==> src/rtl/frodo_pkg.sv <==
// Shared gatherer definitions: security-level codes, bank state encoding and sizing helpers.
package frodo_pkg;

   localparam logic [2:0] SEC_LEV_1 = 3'd1;
   localparam logic [2:0] SEC_LEV_3 = 3'd3;
   localparam logic [2:0] SEC_LEV_5 = 3'd5;

   typedef enum logic [1:0] {
      BANK_EMPTY   = 2'd0,
      BANK_FILLING = 2'd1,
      BANK_FULL    = 2'd2
   } bank_state_e;

   function automatic int CLOG2(input int n);
      int r;
      r = 0;
      while ((1 << r) < n) begin
         r++;
      end
      return r;
   endfunction

   // Only level 1 strips the element MSB; unknown codes pass data through.
   function automatic logic sec_masks_msb(input logic [2:0] lev);
      logic m;
      case (lev)
         SEC_LEV_1:            m = 1'b1;
         SEC_LEV_3, SEC_LEV_5: m = 1'b0;
         default:              m = 1'b0;
      endcase
      return m;
   endfunction

endpackage

==> src/rtl/gather_bank.sv <==
// One row buffer of the gatherer: lane write decode with capture masking, plus its EMPTY/FILLING/FULL state.
module gather_bank
   import frodo_pkg::*;
#(
   parameter int T     = 16,
   parameter int WIDTH = 16,
   parameter int LW    = CLOG2(T)
) (
   input  logic               i_clk,
   input  logic               i_rst,
   input  logic               i_clear,
   input  logic               i_wr,
   input  logic [LW-1:0]      i_lane,
   input  logic               i_last,
   input  logic               i_mask,
   input  logic [WIDTH-1:0]   i_element,
   input  logic               i_drain,
   output logic               o_full,
   output logic [T*WIDTH-1:0] o_row
);

   bank_state_e        state_q, state_d;
   logic [T*WIDTH-1:0] row_q, row_d;
   logic [WIDTH-1:0]   lane_dat;

   always_comb begin
      lane_dat = i_element;
      if (i_mask) begin
         lane_dat[WIDTH-1] = 1'b0;
      end
   end

   // A clear never touches a FULL bank; a write after a clear in the same cycle wins.
   always_comb begin
      row_d   = row_q;
      state_d = state_q;
      if (i_clear && (state_q != BANK_FULL)) begin
         state_d = BANK_EMPTY;
      end
      if (i_wr) begin
         for (int k = 0; k < T; k++) begin
            if (i_lane == LW'(k)) begin
               row_d[k*WIDTH +: WIDTH] = lane_dat;
            end
         end
         state_d = i_last ? BANK_FULL : BANK_FILLING;
      end
      if (i_drain) begin
         state_d = BANK_EMPTY;
      end
   end

   always_ff @(posedge i_clk or posedge i_rst) begin
      if (i_rst) begin
         state_q <= BANK_EMPTY;
         row_q   <= '0;
      end else begin
         state_q <= state_d;
         row_q   <= row_d;
      end
   end

   assign o_full = (state_q == BANK_FULL);
   assign o_row  = row_q;

endmodule

==> src/rtl/elem_gather.sv <==
// Packs T scalar elements into a T*WIDTH row with valid/ready on both sides; ELEM_GATHER_DBUF_EN selects
// ping-pong banks (fill continues while a row waits), otherwise a single bank that stalls until drained.
module elem_gather
   import frodo_pkg::*;
#(
   parameter int T     = 16,
   parameter int WIDTH = 16
) (
   input  logic               i_clk,
   input  logic               i_rst,
   input  logic [2:0]         i_sec_lev,
   input  logic               i_start,
   input  logic               i_valid,
   output logic               o_ready,
   input  logic [WIDTH-1:0]   i_element,
   output logic               o_valid,
   input  logic               i_ready,
   output logic [T*WIDTH-1:0] o_array,
   output logic [CLOG2(T):0]  o_count
);

   localparam int LW = CLOG2(T);
   localparam int CW = LW + 1;

   logic [CW-1:0]      count_q, count_d;
   logic               accept;
   logic               drain;
   logic               last;
   logic               mask;
   logic [LW-1:0]      lane;
   logic               wr_full;
   logic               rd_full;
   logic               full0;
   logic [T*WIDTH-1:0] row0;

`ifdef ELEM_GATHER_DBUF_EN
   logic               wr_ptr_q, wr_ptr_d;
   logic               rd_ptr_q, rd_ptr_d;
   logic               full1;
   logic [T*WIDTH-1:0] row1;

   // Fill bank FULL implies both are FULL, since the write pointer only moves on a completed row.
   assign wr_full = wr_ptr_q ? full1 : full0;
   assign rd_full = rd_ptr_q ? full1 : full0;
   assign o_array = rd_ptr_q ? row1 : row0;

   always_comb begin
      wr_ptr_d = wr_ptr_q ^ (accept & last);
      rd_ptr_d = rd_ptr_q ^ drain;
   end

   always_ff @(posedge i_clk or posedge i_rst) begin
      if (i_rst) begin
         wr_ptr_q <= 1'b0;
         rd_ptr_q <= 1'b0;
      end else begin
         wr_ptr_q <= wr_ptr_d;
         rd_ptr_q <= rd_ptr_d;
      end
   end

   gather_bank #(.T(T), .WIDTH(WIDTH), .LW(LW)) u_bank0 (
      .i_clk     (i_clk),
      .i_rst     (i_rst),
      .i_clear   (i_start & ~wr_ptr_q),
      .i_wr      (accept & ~wr_ptr_q),
      .i_lane    (lane),
      .i_last    (last),
      .i_mask    (mask),
      .i_element (i_element),
      .i_drain   (drain & ~rd_ptr_q),
      .o_full    (full0),
      .o_row     (row0)
   );

   gather_bank #(.T(T), .WIDTH(WIDTH), .LW(LW)) u_bank1 (
      .i_clk     (i_clk),
      .i_rst     (i_rst),
      .i_clear   (i_start & wr_ptr_q),
      .i_wr      (accept & wr_ptr_q),
      .i_lane    (lane),
      .i_last    (last),
      .i_mask    (mask),
      .i_element (i_element),
      .i_drain   (drain & rd_ptr_q),
      .o_full    (full1),
      .o_row     (row1)
   );
`else
   assign wr_full = full0;
   assign rd_full = full0;
   assign o_array = row0;

   gather_bank #(.T(T), .WIDTH(WIDTH), .LW(LW)) u_bank0 (
      .i_clk     (i_clk),
      .i_rst     (i_rst),
      .i_clear   (i_start),
      .i_wr      (accept),
      .i_lane    (lane),
      .i_last    (last),
      .i_mask    (mask),
      .i_element (i_element),
      .i_drain   (drain),
      .o_full    (full0),
      .o_row     (row0)
   );
`endif

   assign o_ready = ~i_rst & ~wr_full;
   assign o_valid = rd_full;
   assign accept  = i_valid & o_ready;
   assign drain   = o_valid & i_ready;
   assign mask    = sec_masks_msb(i_sec_lev);
   assign lane    = i_start ? '0 : count_q[LW-1:0];
   assign last    = (lane == LW'(T - 1));
   assign o_count = count_q;

   always_comb begin
      count_d = count_q;
      if (i_start) begin
         count_d = '0;
      end
      if (accept) begin
         count_d = last ? '0 : (CW'(lane) + CW'(1));
      end
   end

   always_ff @(posedge i_clk or posedge i_rst) begin
      if (i_rst) begin
         count_q <= '0;
      end else begin
         count_q <= count_d;
      end
   end

endmodule

==> config.mk <==
export PLATFORM = sky130hd
export DESIGN_NAME = elem_gather
export DESIGN_NICKNAME = d
export VERILOG_FILES = /design/src/rtl/frodo_pkg.sv /design/src/rtl/gather_bank.sv /design/src/rtl/elem_gather.sv
export SDC_FILE = /design/constraint.sdc
export NUM_CORES = 1
export LEC_CHECK = 0
export ABC_AREA = 1
export CAP_MARGIN = 20
export CORE_ASPECT_RATIO = 0.9
export CORE_UTILIZATION = 35
export DETAILED_ROUTE_END_ITERATION = 16
export SKIP_LAST_GASP = 1
export SYNTH_ARGS = -nofsm -noshare
export SYNTH_HDL_FRONTEND = slang
export SYNTH_SLANG_ARGS = --single-unit
==> constraint.sdc <==
create_clock -name i_clk -period 15.7 [get_ports i_clk]
set_input_delay 1.57 -clock i_clk [delete_from_list [all_inputs] [get_ports i_clk]]
set_output_delay 1.57 -clock i_clk [all_outputs]
set_load 0.02 [all_outputs]
# Word level (Yosys, flattened, before mapping)
# Cells that the tools add are included.
[op_classes]
n_eq_ne = 18
n_mux = 10
n_reduce_logical = 20
add_sub_neg = 1
bitwise = 5
[ops]
columns = ["operator", "count"]
rows = [
  ["$eq A4 B4 Y1 const B", 8],
  ["$reduce_and A2 Y1", 16],
  ["$eq A4 B3 Y1 const B", 4],
  ["$mux W5", 3],
  ["$eq A4 B2 Y1 const B", 2],
  ["$mux W2", 4],
  ["$add A4 B1 Y5 const B", 1],
  ["$eq A4 B1 Y1 const B", 1],
  ["$logic_not A4 Y1", 1],
  ["$mux W4", 1],
  ["$and A1 B1 Y1", 3],
  ["$eq A3 B1 Y1 const B", 1],
  ["$reduce_bool A3 Y1", 1],
  ["$eq A2 B2 Y1 const B", 1],
  ["$mux W1", 2],
  ["$ne A2 B2 Y1 const B", 1],
  ["$not A1 Y1", 2],
  ["$reduce_bool A2 Y1", 1],
  ["$logic_and A1 B1 Y1", 1],
]
[totals]
elab_cells = 72
register_bits = 263
output_inout_bits = 263

# Depth between registers and ports, before layout
# Gate-level depths: netlist of run 1.
[depth]
ltp_word = 6
depth_mapped = 11
ltp_nobuf = 9

# Hierarchy
# A second synthesis of run 1 with hierarchy kept.
[unflattened]
hier_cells = 1249
area_unflattened_um2 = 10656.5
[by_module_without_submodules]
columns = ["mod", "area_each_um2", "cells_per_inst", "seq_area_each_um2", "n_inst"]
rows = [
  ["gather_bank", 10349.9, 1210, 6456.2, 1],
  ["elem_gather", 306.5, 39, 100.1, 1],
]

# Least setup slack after synthesis of run 1
# Ideal clock, no wire load.
[synth_path]
kind = "input to register"
startpoint = "input i_rst"
endpoint = "register u_bank0.row_q[240], in the netlist u_bank0.o_row[240]"
setup_ns = 0.117
n_path_buf = 2
setup_slack_ns = 6.389
arrival_ns = 9.194
path_stages = 8
cell_sequence = "inv_1 > nand3_2 > inv_2 > buf_6 > nand2_2 > buf_2 > nand2_1 > nand2_1"
[synth_via]
elab_chain_cells = 4
[synth_rtl]
columns = ["item", "line_no", "source"]
rows = [
  ["from (decl)", "elem_gather.sv:10", "input logic i_rst,"],
  ["$not A1 Y1", "elem_gather.sv:109", "assign o_ready = ~i_rst & ~wr_full;"],
  ["$and A1 B1 Y1", "elem_gather.sv:109", ""],
  ["$and A1 B1 Y1", "elem_gather.sv:111", "assign accept = i_valid & o_ready;"],
  ["$reduce_and A2 Y1 (no line)", "--", ""],
  ["to (signal assigned)", "gather_bank.sv:59", "row_q <= row_d;"],
  ["to (decl)", "gather_bank.sv:23", "logic [T*WIDTH-1:0] row_q, row_d;"],
]
# Every way passes these cells.
# A chain may end at the register's enable or synchronous reset.

# Final worst setup path of run 1
[layout_path]
startpoint = "input i_rst"
endpoint = "output o_ready"
[layout_via]
elab_chain_cells = 2
[layout_rtl]
columns = ["item", "line_no", "source"]
rows = [
  ["$not A1 Y1", "elem_gather.sv:109", ""],
  ["$and A1 B1 Y1", "elem_gather.sv:109", ""],
  ["to (decl)", "elem_gather.sv:14", "output logic o_ready,"],
]
# Every way passes these cells.

==> results.sh, run 1 <==
export IMPL_finalHoldViolCount=0
export IMPL_critical_path_class="input pin to primary output"
export IMPL_grt_first_pass_wirelength_um=54900
export IMPL_nNetsFinal=1498
export IMPL_path_max_fanout=110
export IMPL_die_w_um=186
export IMPL_synth_simple_area_share=0.306
export IMPL_skew_ps=12.3
export IMPL_first_pass_iters=5
export IMPL_yosysWarnings=0
export IMPL_core_area_mm2=0.0300
export IMPL_initial_core_util=0.357
export IMPL_wl_met3_um=3540
export IMPL_hold_worst_slack_ps=468
export IMPL_clockBufferDepth=3
export IMPL_postSynthNetCount=1256
export IMPL_yosys_most_used_dff="dfrtp_1"
export IMPL_syn_avg_cell_area_um2=8.70
export IMPL_rsz0062_at_grt="false"
export IMPL_crit_required_ps=14130
export IMPL_htreeDepth=1
export IMPL_synth_edf_count=0
export IMPL_wl_met1_um=16200
export IMPL_wl_per_cell_um=19.3
export IMPL_stdcell_count=1897
export IMPL_cts_buffers=28
export IMPL_design_area_mm2=0.0148
export IMPL_drc=0
export IMPL_synth_most_common_cell="nand2_1"
export IMPL_postCtsSetupBuffers=0
export IMPL_yosys_area_top_type_share=0.613
export IMPL_io_pins=287
export IMPL_tightest_slew_ps=1200
export IMPL_power_density_mw_per_mm2=112
export IMPL_synthMuxAreaShare=0
export IMPL_synth_compound_area_share=0.0290
export IMPL_ctsResizeCount=0
export IMPL_setup_tns_ps=0
export IMPL_slew_viol_final=0
export IMPL_antennaDiodeCount=0
export IMPL_place_congestion=0.797
export IMPL_io_buffers=285
export IMPL_yosysUniqueCellTypes=23
export IMPL_preCtsSetupSlack_ps=10280
export IMPL_num_vias=9150
export IMPL_timing_final_crit_share=0.320
export IMPL_grt_pass1_vias=8715
export IMPL_drive_gt1_frac=0.0643
export IMPL_fin_crit_ps=5030
export IMPL_path_clk_slew_ps=60
export IMPL_top_layer="met4"
export IMPL_drt_initial_drc_count=752
export IMPL_synth_top_family_by_area="simple AND/OR/NAND/NOR gates"
export IMPL_viasPerCell=4.82
export IMPL_track_usage=0.234
export IMPL_synthTopCellsByArea="dfrtp_1 (61%), nand2_1 (21%), nand3_1 (6.4%)"
export IMPL_ys_ff_latch=262
export IMPL_critPathLaunchType="input pin"
export IMPL_wirelength_um=36700
export IMPL_ir_drop_mv=0.0780
export IMPL_die_area_mm2=0.0313
export IMPL_leakage_nw=7.57
export IMPL_max_slew_margin=0.201
export IMPL_clkSinkCount=262
export IMPL_fmax_ghz=0.199
export IMPL_synth_cells=1230
export IMPL_post_dp_cell_area_mm2=0.0137
export IMPL_fin_ws_ps=10670
export IMPL_status="complete, no violations"
export IMPL_async_reset_ff_frac=1.00
export IMPL_nFillCells=2777
export IMPL_wl_met2_um=16100
export IMPL_synth_common_cells="nand2_1 (610), dfrtp_1 (262), nand3_1 (136)"
export IMPL_cts_root_buf="clkbuf_16"
export IMPL_dpl_hpwl_um=23100
export IMPL_total_power_mw=1.66
export IMPL_synth_seq_area_share=0.613
export IMPL_setup_viol=0
export IMPL_yosys_area_top_type="dfrtp_1"
export IMPL_syn_area_mm2=0.0107
export IMPL_cp_end_kind="primary output"
export IMPL_rows=60
export IMPL_syn_to_final_growth_pct=38.3
export IMPL_cts_tree="built"
export IMPL_hp_class="flip-flop to flip-flop"
export IMPL_synthAdderAreaFrac=0.00234
export IMPL_post_route_util=0.494
export IMPL_synth_xor_area_share=0.000819
export IMPL_die_y_um=168
export IMPL_gr_total_overflow=0
export IMPL_antenna_left=0
export IMPL_worstPathArrival_ps=3460
export IMPL_cts_hold_fix_buffers=0
export IMPL_dpl_cell_count=1842
export IMPL_maxCapViolations=0
export IMPL_clk_latency_ps=540
export IMPL_grt_antenna_before_repair=0
export IMPL_grt_max_degree=111
## critical path, cell delays in order
cell and delay (ps):
clkdlybuf4s50_1 490, inv_8 560, nand2_1 110, inv_1 80, clkdlybuf4s50_1 600
## power by group
group          internal [mW]  total (mW)  switching, mW
sequential             0.713       0.739         0.0267
clock                  0.417       0.697          0.280
combinational         0.0895       0.226          0.136
## sequential cells by signal, summed over array words and instances, names as in the netlist
| signal | count |
|---|---|
| o_count | 4 |
| u_bank0.o_row | 256 |
| u_bank0.state_q | 2 |
## layout by cell type (no fill, tap or decap), types with 2 or more instances in the layout
cell               n
o21bai_1          16
clkbuf_8          10
nand3_2            2
nand4_1            5
clkinvlp_4         2
clkdlybuf4s50_1  285
buf_16             2
clkinv_2           5
nor2_4             5
nor2_1            13
clkbuf_16         29
nand2_1          610
clkbuf_1           3
nand3_1          136
inv_2              3
buf_4             11
o21ai_0           38
inv_1             26
bufinv_16          2
nor2_2             7
nand2_2           13
dfrtp_1          262
ha_1               2
## metal layers
layer / global-route usage / up-vias
li1: - / 4315
met1: 0.330 / 4460
met2: 0.347 / 324
met3: 0.0709 / 51
met4: 0.0634 / 0
met5: 0 / -
## final cells by class
class | instances | area, um2 | share of cell area
sequential | 262 | 6560 | 0.443
multi-input combinational | 850 | 3620 | 0.245
timing repair buffer | 299 | 3010 | 0.203
clock buffer | 42 | 875 | 0.0591
tap | 403 | 504 | 0.0341
inverter | 31 | 126 | 0.00854
clock inverter | 10 | 109 | 0.00736
## kinds of logic (layout without fill, tap and decap cells)
| logic type | Yosys count | count (layout) |
|---|---|---|
| AO/OA/AOI/OAI | 54 | 54 |
| buffers and inverters | 118 | 382 |
| AND/OR/NAND/NOR | 792 | 792 |
| flip-flops | 262 | 262 |
| XOR/XNOR | 1 | 1 |
| other | 1 | 1 |
| adder cells (fa/ha/maj) | 2 | 2 |
## path summary, 6_finish.rpt
kind                                    start  slack, ps  depth (start not counted)            endpoint
max                                     i_rst      10670                          5             o_ready
min                        u_bank0.o_row[131]        470                          2  u_bank0.o_row[131]
max reg2reg                u_bank0.state_q[1]      12430                          8  u_bank0.o_row[244]
min reg2reg                u_bank0.o_row[131]        470                          2  u_bank0.o_row[131]
max in group asynchronous               i_rst      12650                          3  u_bank0.o_row[212]
min in group asynchronous               i_rst       1570                          2   u_bank0.o_row[95]
Power figures use the tool's default switching activity.
==> run 2, diff against run 1 <==
==> constraint.sdc (replaced) <==
create_clock -name i_clk -period 5.1 [get_ports i_clk]
set_input_delay 0.51 -clock i_clk [delete_from_list [all_inputs] [get_ports i_clk]]
set_output_delay 0.51 -clock i_clk [all_outputs]
set_load 0.02 [all_outputs]
==> run 2 against run 1 <==
Clock skew down 3.5 ps. Setup slack worse by 8500 ps. Wire length down 0.46%. Combinational power rose to 3.1 times the previous value. Critical path depth up 1. Non-clock buffer count down 1. Register-to-register slack worse by 10000 ps. Critical endpoint unchanged. Highest routed layer unchanged.
==> results.sh, run 2 (synthesized netlist as in run 1, its figures left out) <==
export IMPL_power_density_mw_per_mm2=343
export IMPL_layout_cells_most_common="nand2_1"
export IMPL_drc=0
export IMPL_antenna_left=0
export IMPL_finalHoldViolCount=0
export IMPL_status="complete, no violations"
export IMPL_rows=60
export IMPL_multi_input_area_mm2=0.00380
export IMPL_clockBufferDepth=3
export IMPL_design_area_mm2=0.0149
export IMPL_io_buffers=285
export IMPL_antennaDiodeCount=0
export IMPL_cp_slowest_cell="clkdlybuf4s50_1"
export IMPL_syn_to_final_growth_pct=39.7
export IMPL_crit_required_ps=4590
export IMPL_worstPathArrival_ps=2420
export IMPL_critPathLaunchType="input pin"
export IMPL_hp_class="flip-flop to flip-flop"
export IMPL_cp_end_kind="primary output"
export IMPL_htreeDepth=1
export IMPL_first_pass_iters=5
export IMPL_die_y_um=168
export IMPL_cp_buffers_inverters=5
export IMPL_io_pins=287
export IMPL_cts_root_buf="clkbuf_16"
export IMPL_clkSinkCount=262
export IMPL_skew_ps=8.76
export IMPL_path_depth=6
export IMPL_tightest_slew_ps=1120
export IMPL_reg2reg_from="u_bank0.state_q[1]"
export IMPL_rsz0062_at_grt="false"
export IMPL_slowest_delay_ps=590
export IMPL_path_max_fanout=50
export IMPL_leakage_nw=7.59
export IMPL_maxCapViolations=0
export IMPL_die_w_um=186
export IMPL_hold_start="u_bank0.o_row[252]"
export IMPL_gr_total_overflow=0
export IMPL_stdcell_count=1896
export IMPL_wirelength_um=36500
export IMPL_cp_cell_sequence="clkdlybuf4s50_1 > clkinvlp_4 > buf_4 > nand2_1 > inv_1 > clkdlybuf4s50_1"
export IMPL_track_usage=0.235
export IMPL_cts_tree="built"
export IMPL_setup_viol=0
export IMPL_initial_core_util=0.357
export IMPL_drive_gt1_frac=0.0784
export IMPL_crit_start="i_rst"
export IMPL_core_area_mm2=0.0300
export IMPL_regArea_mm2=0.00656
export IMPL_cts_buffers=29
export IMPL_postCtsSetupBuffers=0
export IMPL_path_clk_slew_ps=60
export IMPL_timing_final_crit_share=0.574
export IMPL_slew_viol_final=0
export IMPL_dpl_cell_count=1844
export IMPL_nNetsFinal=1498
export IMPL_crit_family="buffers and inverters"
export IMPL_grt_max_degree=162
export IMPL_ctsResizeCount=0
export IMPL_fin_crit_ps=2930
export IMPL_fmax_ghz=0.341
export IMPL_largest_reg_flops=256
export IMPL_post_dp_cell_area_mm2=0.0140
export IMPL_place_congestion=0.827
export IMPL_max_slew_margin=0.252
export IMPL_hold_depth=2
export IMPL_clk_latency_ps=540
export IMPL_dpl_hpwl_um=23800
export IMPL_rr_worst_depth=6
export IMPL_cts_hold_fix_buffers=0
export IMPL_path_common_cell="clkdlybuf4s50_1"
export IMPL_hold_worst_slack_ps=467
export IMPL_critical_path_class="input pin to primary output"
export IMPL_drt_initial_drc_count=708
export IMPL_nFillCells=2818
export IMPL_num_vias=9166
export IMPL_wl_per_cell_um=19.3
export IMPL_ir_drop_mv=0.217
export IMPL_grt_pass1_vias=8746
export IMPL_grt_antenna_before_repair=0
export IMPL_die_area_mm2=0.0313
export IMPL_viasPerCell=4.83
export IMPL_layout_common_cells="nand2_1 (610), clkdlybuf4s50_1 (285), dfrtp_1 (262)"
export IMPL_grt_first_pass_wirelength_um=55400
-- run 2: path summary, 6_finish.rpt --
kind / slack, ps / to
worst max-delay path: 2170 / o_ready
worst min-delay path: 470 / u_bank0.o_row[252]
worst max register to register: 2340 / u_bank0.o_row[43]
worst min register to register: 470 / u_bank0.o_row[252]
max in group asynchronous: 3190 / u_bank0.o_row[208]
min in group asynchronous: 570 / u_bank0.o_row[0]
-- run 2: power breakdown --
| group | leakage (nW) | switching (mW) | total, mW | internal [mW] |
|---|---|---|---|---|
| combinational | 3.52 | 0.433 | 0.708 | 0.275 |
| sequential | 3.59 | 0.0695 | 2.26 | 2.19 |
| clock | 0.480 | 0.841 | 2.15 | 1.31 |
-- run 2: layer usage --
layer  vias up  GRT usage  wire, um
li1       4325          -         -
met1      4479      0.330     16000
met2       312      0.374     17200
met3        50     0.0474      2600
met4         0     0.0506       739
met5         -          0         0
-- run 2: area by class of cell --
| class | count | area share |
|---|---|---|
| Inverter | 31 | 0.00837 |
| Tap cell | 403 | 0.0337 |
| Multi-Input combinational cell | 850 | 0.254 |
| Timing Repair Buffer | 298 | 0.200 |
| Sequential cell | 262 | 0.439 |
| Clock buffer | 46 | 0.0582 |
| Clock inverter | 6 | 0.00728 |
-- run 2: through the flow --
stage | setup TNS [ps] | total power [mW] | setup WS (ps) | util
floorplan | -206690 | 2.66 | -841 | -
global placement | 0 | 3.00 | 1940 | 0.464
detailed placement | 0 | 3.01 | 1830 | 0.466
CTS | 0 | 5.18 | 2130 | 0.499
global route | 0 | 5.31 | 2000 | 0.499
finish | 0 | 5.12 | 2170 | 0.499
-- run 2: worst register-to-register path, cell delays in order, from the launching register on --
cell	delay, ps
dfrtp_1	390
nand2_1	310
nand3_2	200
inv_6	670
nand2_1	790
nand2_1	220
nand2_1	70
